## src/rtl/regfile_dbg_pkg.sv

```systemverilog
// Shared types for the register-file debug-port sequencer: host op codes,
// sequencer phases and the register count.
package regfile_dbg_pkg;

   localparam int ADDR_W_DEF = 5;
   localparam int NUM_REGS   = 2 ** ADDR_W_DEF;

   typedef enum logic [2:0] {
      OP_READ    = 3'b000,
      OP_WRITE   = 3'b001,
      OP_CLEAR   = 3'b010,
      OP_DUMP    = 3'b011,
      OP_RELEASE = 3'b100
   } op_e;

   typedef enum logic [2:0] {
      S_IDLE,
      S_SETUP,
      S_STROBE,
      S_HOLDW,
      S_RSETUP,
      S_SAMPLE,
      S_RESP
   } state_e;

endpackage

```

## src/rtl/regfile_debug_seq.sv

```systemverilog
// Debug-port sequencer: turns host read/write/clear/dump/release commands into
// phased strobes on the register file debug port and owns the debug hold line.
module regfile_debug_seq
   import regfile_dbg_pkg::*;
#(
   parameter int DATA_W = 32,
   parameter int ADDR_W = 5
) (
   input  logic              clk,
   input  logic              rst,
   input  logic              cmd_valid,
   output logic              cmd_ready,
   input  logic [2:0]        cmd_op,
   input  logic [ADDR_W-1:0] cmd_addr,
   input  logic [DATA_W-1:0] cmd_data,
   output logic              rsp_valid,
   input  logic              rsp_ready,
   output logic [ADDR_W-1:0] rsp_addr,
   output logic [DATA_W-1:0] rsp_data,
   output logic              rsp_last,
   output logic              hold,
   output logic              dbg_oe,
   output logic              dbg_we,
   output logic [ADDR_W-1:0] dbg_addr,
   output logic [DATA_W-1:0] dbg_wdata,
   input  logic [DATA_W-1:0] dbg_rdata
);

   localparam logic [ADDR_W-1:0] LAST_IDX = '1;

   state_e            state, state_next;
   op_e               op_q;
   logic [ADDR_W-1:0] addr_q;
   logic [DATA_W-1:0] data_q;
   logic [ADDR_W-1:0] sweep;
   logic [ADDR_W-1:0] cur_addr;
   logic [DATA_W-1:0] cur_data;
   logic              sweeping;
   logic              last_idx;
   logic              accept;

   // Sweeping ops walk the internal counter; single ops use the latched index.
   assign sweeping = (op_q == OP_CLEAR) || (op_q == OP_DUMP);
   assign cur_addr = sweeping ? sweep : addr_q;
   assign cur_data = (op_q == OP_CLEAR) ? '0 : data_q;
   assign last_idx = (sweep == LAST_IDX);
   assign accept   = cmd_valid && (state == S_IDLE);

   always_ff @(posedge clk or posedge rst) begin
      if (rst) begin
         state <= S_IDLE;
      end else begin
         state <= state_next;
      end
   end

   // Strobes are decoded from the state so a reset drops them without a clock.
   always_comb begin
      state_next = state;
      cmd_ready  = 1'b0;
      rsp_valid  = 1'b0;
      dbg_oe     = 1'b0;
      dbg_we     = 1'b0;
      dbg_addr   = '0;
      dbg_wdata  = '0;
      case (state)
         S_IDLE: begin
            cmd_ready = 1'b1;
            if (cmd_valid) begin
               case (cmd_op)
                  OP_READ, OP_DUMP:   state_next = S_RSETUP;
                  OP_WRITE, OP_CLEAR: state_next = S_SETUP;
                  default:            state_next = S_IDLE;
               endcase
            end
         end
         S_SETUP: begin
            dbg_addr   = cur_addr;
            dbg_wdata  = cur_data;
            state_next = S_STROBE;
         end
         S_STROBE: begin
            dbg_addr   = cur_addr;
            dbg_wdata  = cur_data;
            dbg_we     = 1'b1;
            state_next = S_HOLDW;
         end
         S_HOLDW: begin
            dbg_addr   = cur_addr;
            dbg_wdata  = cur_data;
            state_next = ((op_q == OP_CLEAR) && !last_idx) ? S_SETUP : S_IDLE;
         end
         S_RSETUP: begin
            dbg_addr   = cur_addr;
            dbg_oe     = 1'b1;
            state_next = S_SAMPLE;
         end
         S_SAMPLE: begin
            dbg_addr   = cur_addr;
            dbg_oe     = 1'b1;
            state_next = S_RESP;
         end
         S_RESP: begin
            // Address is held through the response so it only moves in RSETUP or IDLE.
            dbg_addr  = cur_addr;
            rsp_valid = 1'b1;
            if (rsp_ready) begin
               state_next = ((op_q == OP_DUMP) && !last_idx) ? S_RSETUP : S_IDLE;
            end
         end
         default: state_next = S_IDLE;
      endcase
   end

   // Command latch, hold line, sweep counter and response registers.
   always_ff @(posedge clk or posedge rst) begin
      if (rst) begin
         hold     <= 1'b1;
         op_q     <= OP_READ;
         addr_q   <= '0;
         data_q   <= '0;
         sweep    <= '0;
         rsp_addr <= '0;
         rsp_data <= '0;
         rsp_last <= 1'b0;
      end else begin
         if (accept) begin
            if (cmd_op == OP_RELEASE) begin
               hold <= 1'b0;
            end else if (cmd_op <= 3'b011) begin
               hold   <= 1'b1;
               op_q   <= op_e'(cmd_op);
               addr_q <= cmd_addr;
               data_q <= cmd_data;
               sweep  <= '0;
            end
         end
         if ((state == S_HOLDW) && (op_q == OP_CLEAR)) begin
            sweep <= sweep + ADDR_W'(1);
         end
         if (state == S_SAMPLE) begin
            rsp_data <= dbg_rdata;
            rsp_addr <= cur_addr;
            rsp_last <= !sweeping || last_idx;
         end
         if ((state == S_RESP) && rsp_ready) begin
            rsp_last <= 1'b0;
            if (op_q == OP_DUMP) begin
               sweep <= sweep + ADDR_W'(1);
            end
         end
      end
   end

endmodule

```

## config.mk

```make
export PLATFORM = sky130hd
export DESIGN_NAME = regfile_debug_seq
export DESIGN_NICKNAME = d
export VERILOG_FILES = /design/src/rtl/regfile_dbg_pkg.sv /design/src/rtl/regfile_debug_seq.sv
export SDC_FILE = /design/constraint.sdc
export NUM_CORES = 1
export LEC_CHECK = 0
export CORE_ASPECT_RATIO = 0.75
export CORE_MARGIN = 10
export CORE_UTILIZATION = 39
export DETAILED_ROUTE_END_ITERATION = 6
export GPL_ROUTABILITY_DRIVEN = 1
export PLACE_DENSITY = 0.85
export SLEW_MARGIN = 20
export SYNTH_ARGS = -nofsm -noshare
export SYNTH_HDL_FRONTEND = slang
export SYNTH_SLANG_ARGS = --single-unit
export TNS_END_PERCENT = 20
```

## constraint.sdc

```tcl
create_clock -name clk -period 2.7 [get_ports clk]
set_input_delay 0.27 -clock clk [delete_from_list [all_inputs] [get_ports clk]]
set_output_delay 0.27 -clock clk [all_outputs]
set_load 0.01 [all_outputs]
```

==> flow_summary.toml <==
[outcome]
status = "finished clean"

[detailed_routing]
wl_met2_mm = 4.71
antenna_left = 0
wl_met1_mm = 4.39
drcViolationCount = 0
drtPass1Iterations = 4
wire_per_inst_um = 17.7
via_per_inst = 4.82
dr.max_layer_used = "met4"
routed-via-count = 2820
drt_iter0_drc = 69
wirelength_mm = 10.3
dr_wl_met3_mm = 1.17

[sta]
post-route-min-period_ns = 2.52
hold_viol = 0
max_slew_margin_pct = 66.1
worst_slew_pin_slew_ns = 0.509
finalClockSkew_ns = 0.00519
hold-worst-slack_ns = 0.265
slew_violations = 0
setup_violations = 0
fin_tns_setup_ns = 0
period_share_pct = 93.3
max_freq_mhz = 397
rsz0062_at_grt = "no"

[floorplanning]
die_y_um = 105
coreArea_mm2 = 0.00958
ios = 156
initial_core_util_pct = 39.6
rows = 31
dieWidth_um = 134
die-area_mm2 = 0.0141

[setup_path]
r2r_start = "state[2]"
worst_setup_path_start_kind = "flop"
endpoint_kind = "primary output"
critPathMaxFanout = 32
cp.required_ns = 2.43
r2r_end = "data_q[29]"
reg2reg_depth = 4
slowest_delay_ns = 0.54
worstSetupPathType = "flop to primary output"
path_cells = "nand2b_1, nor2_1, nor3_2, buf_4, and2_1, clkdlybuf4s50_1"
critical-path-slowest-cell = "clkdlybuf4s50_1"
reg2reg_slack_ns = 0.68
arrival_ns = 2.25

[logic_synthesis]
syn_inst = 292
synth.top_cell.area_share_pct = 56.8
synthArstFlopShare_pct = 100
ys_warn_count = 0
synthTopCellsByArea = "dfrtp_1 (57%), mux2_2 (20%), and2_1 (5.4%)"
postSynthAreaPerCell_um2 = 13.0
synth_nets = 370
synth_edf_count = 0
synth_ff_type = "dfrtp_1"
ys_seq_area_share_pct = 57.5
synthDistinctLibCells = 36
ys_ff_latch = 87
syn_area_mm2 = 0.00379
synth_area_leader_cell = "dfrtp_1"

[job]
drv_cap = 0

[power_and_ir_drop]
power.internal_mw = 4.69
seqPwrFrac_pct = 34.0
leakage_nw = 2.46
pwr-share-clk_pct = 20.5
p_sw_mw = 2.10
ir_drop_mv = 0.533
combPwrFrac_pct = 45.5
power.density_mw_per_mm2 = 1170
p_sw_share_pct = 30.9

[clocking]
clock-sinks = 87
htreeDepth = 3
postCtsSetupRepairBufs = 0
post_cts_resize_count = 0
cts_inserted_buffers = 9
cts_tree = "done"
clkTransAtPathRegs_ns = 0.06
cts_buffer_depth = 2
postCtsHoldBufs = 0
clock_latency_ns = 0.33
cts_root_buf = "clkbuf_16"

[global_routing]
grt_max_degree = 45
antenna_found_initial = 0
grt_pass1_wl_mm = 16.6
grt_overflow_total = 0
grt_pass1_vias = 3055
groute.usage.overall_pct = 14.5

[cells_and_area]
antenna_cells = 0
num-fill-cells = 782
layout_commonest_cell = "clkdlybuf4s50_1"
final_cell_count_no_fill = 585
areaGrowthSynthToFinish_pct = 53.3
layout-drive-gt1-share_pct = 20.5
fin_nets = 526
most-common-layout-cells = "clkdlybuf4s50_1 (155), dfrtp_1 (86), mux2_2 (66), and2_1 (33), nand2_1 (17)"

[place]
hpwl_mm = 7.90
dp.cells = 569
io_buffers = 155
place_congestion = 0.775

[hold_path]
hold_class = "input pin to asynchronous set/reset pin"
critical path: cells and delay by family (launching register included):
| kind | cells | cell delay [ns] |
|---|---|---|
| flip-flops | 1 | 0.39 |
| AND/OR/NAND/NOR | 4 | 0.68 |
| buffers and inverters | 2 | 0.82 |
layout make-up:
cell class | count | area [um2] | area share [%]
flip-flops and latches | 87 | 2180 | 37.5
well taps | 132 | 165 | 2.84
repair buffers | 161 | 1610 | 27.7
clock inverters | 6 | 109 | 1.87
multi-input cells | 186 | 1510 | 25.9
clock buffers | 10 | 229 | 3.94
inverters | 3 | 12.5 | 0.215
through the flow:
stage | util [%] | worst slack [ns] | power (mW) | area, um2
5_1_grt | 60.7 | 0.0189 | 7.23 | 5810
3_5_place_dp | 57.1 | 0.540 | 5.47 | 5470
3_3_place_gp | 57.1 | 0.587 | 5.35 | 5470
6_report | 60.7 | 0.181 | 6.79 | 5810
2_1_floorplan | - | 0.181 | 3.75 | 3790
4_1_cts | 60.7 | 0.150 | 6.91 | 5810
power by group through the flow:
| stage | clock, mW | sequential, mW | combinational [mW] |
|---|---|---|---|
| floorplan | 0 | 2.34 | 1.42 |
| global placement | 0 | 2.28 | 3.06 |
| detailed placement | 0 | 2.33 | 3.14 |
| CTS | 1.43 | 2.31 | 3.16 |
| global route | 1.49 | 2.39 | 3.35 |
| finish | 1.39 | 2.31 | 3.09 |
state kept, by name, indices dropped and copies added (netlist names):
signal	count
rsp_data	32
rsp_addr	5
sweep	5
addr_q	5
rsp_last	1
op_q	3
hold	1
state	3
data_q	32
routing by layer:
layer / track usage [%] / vias to the layer above
met2: 23.2 / 128
met1: 17.1 / 1360
met4: 3.26 / 0
met5: 0 / -
li1: - / 1322
met3: 7.69 / 10
cells by family (layout without fill, tap and decap cells):
kind of cell    Yosys count  after routing  synth area share, %
xor+xnor                  1              1                0.231
buf+inv                  19            180                 2.90
compound gates           22             22                 3.70
flops                    87             87                 57.5
mux                      76             76                 22.4
simple gates             85             85                 12.7
fa+ha+maj                 2              2                0.660
cells in the mapped netlist (3+ instances only):
master,count
nor3_1,3
a21oi_1,4
clkbuf_1,5
buf_6,4
mux2_2,66
nor2_1,12
nand2_1,17
dfrtp_1,86
o21ai_0,8
nand3_1,6
inv_1,3
and2_1,33
mux2i_1,6
nor2b_1,3
buf_2,7
mux2_1,4
how the worst max path moves through the flow:
stage                       start            end  slack, ns  depth (start not counted)
after floorplan               rst      addr_q[0]       0.18                          1
after global placement    op_q[2]  dbg_wdata[15]       0.59                          6
after detailed placement  op_q[2]  dbg_wdata[15]       0.54                          6
after CTS                 op_q[2]  dbg_wdata[15]       0.15                          6
after global routing      op_q[2]   dbg_wdata[5]       0.02                          6
final                     op_q[2]  dbg_wdata[15]       0.18                          6
Note: power is estimated with default switching activity, not from simulation.
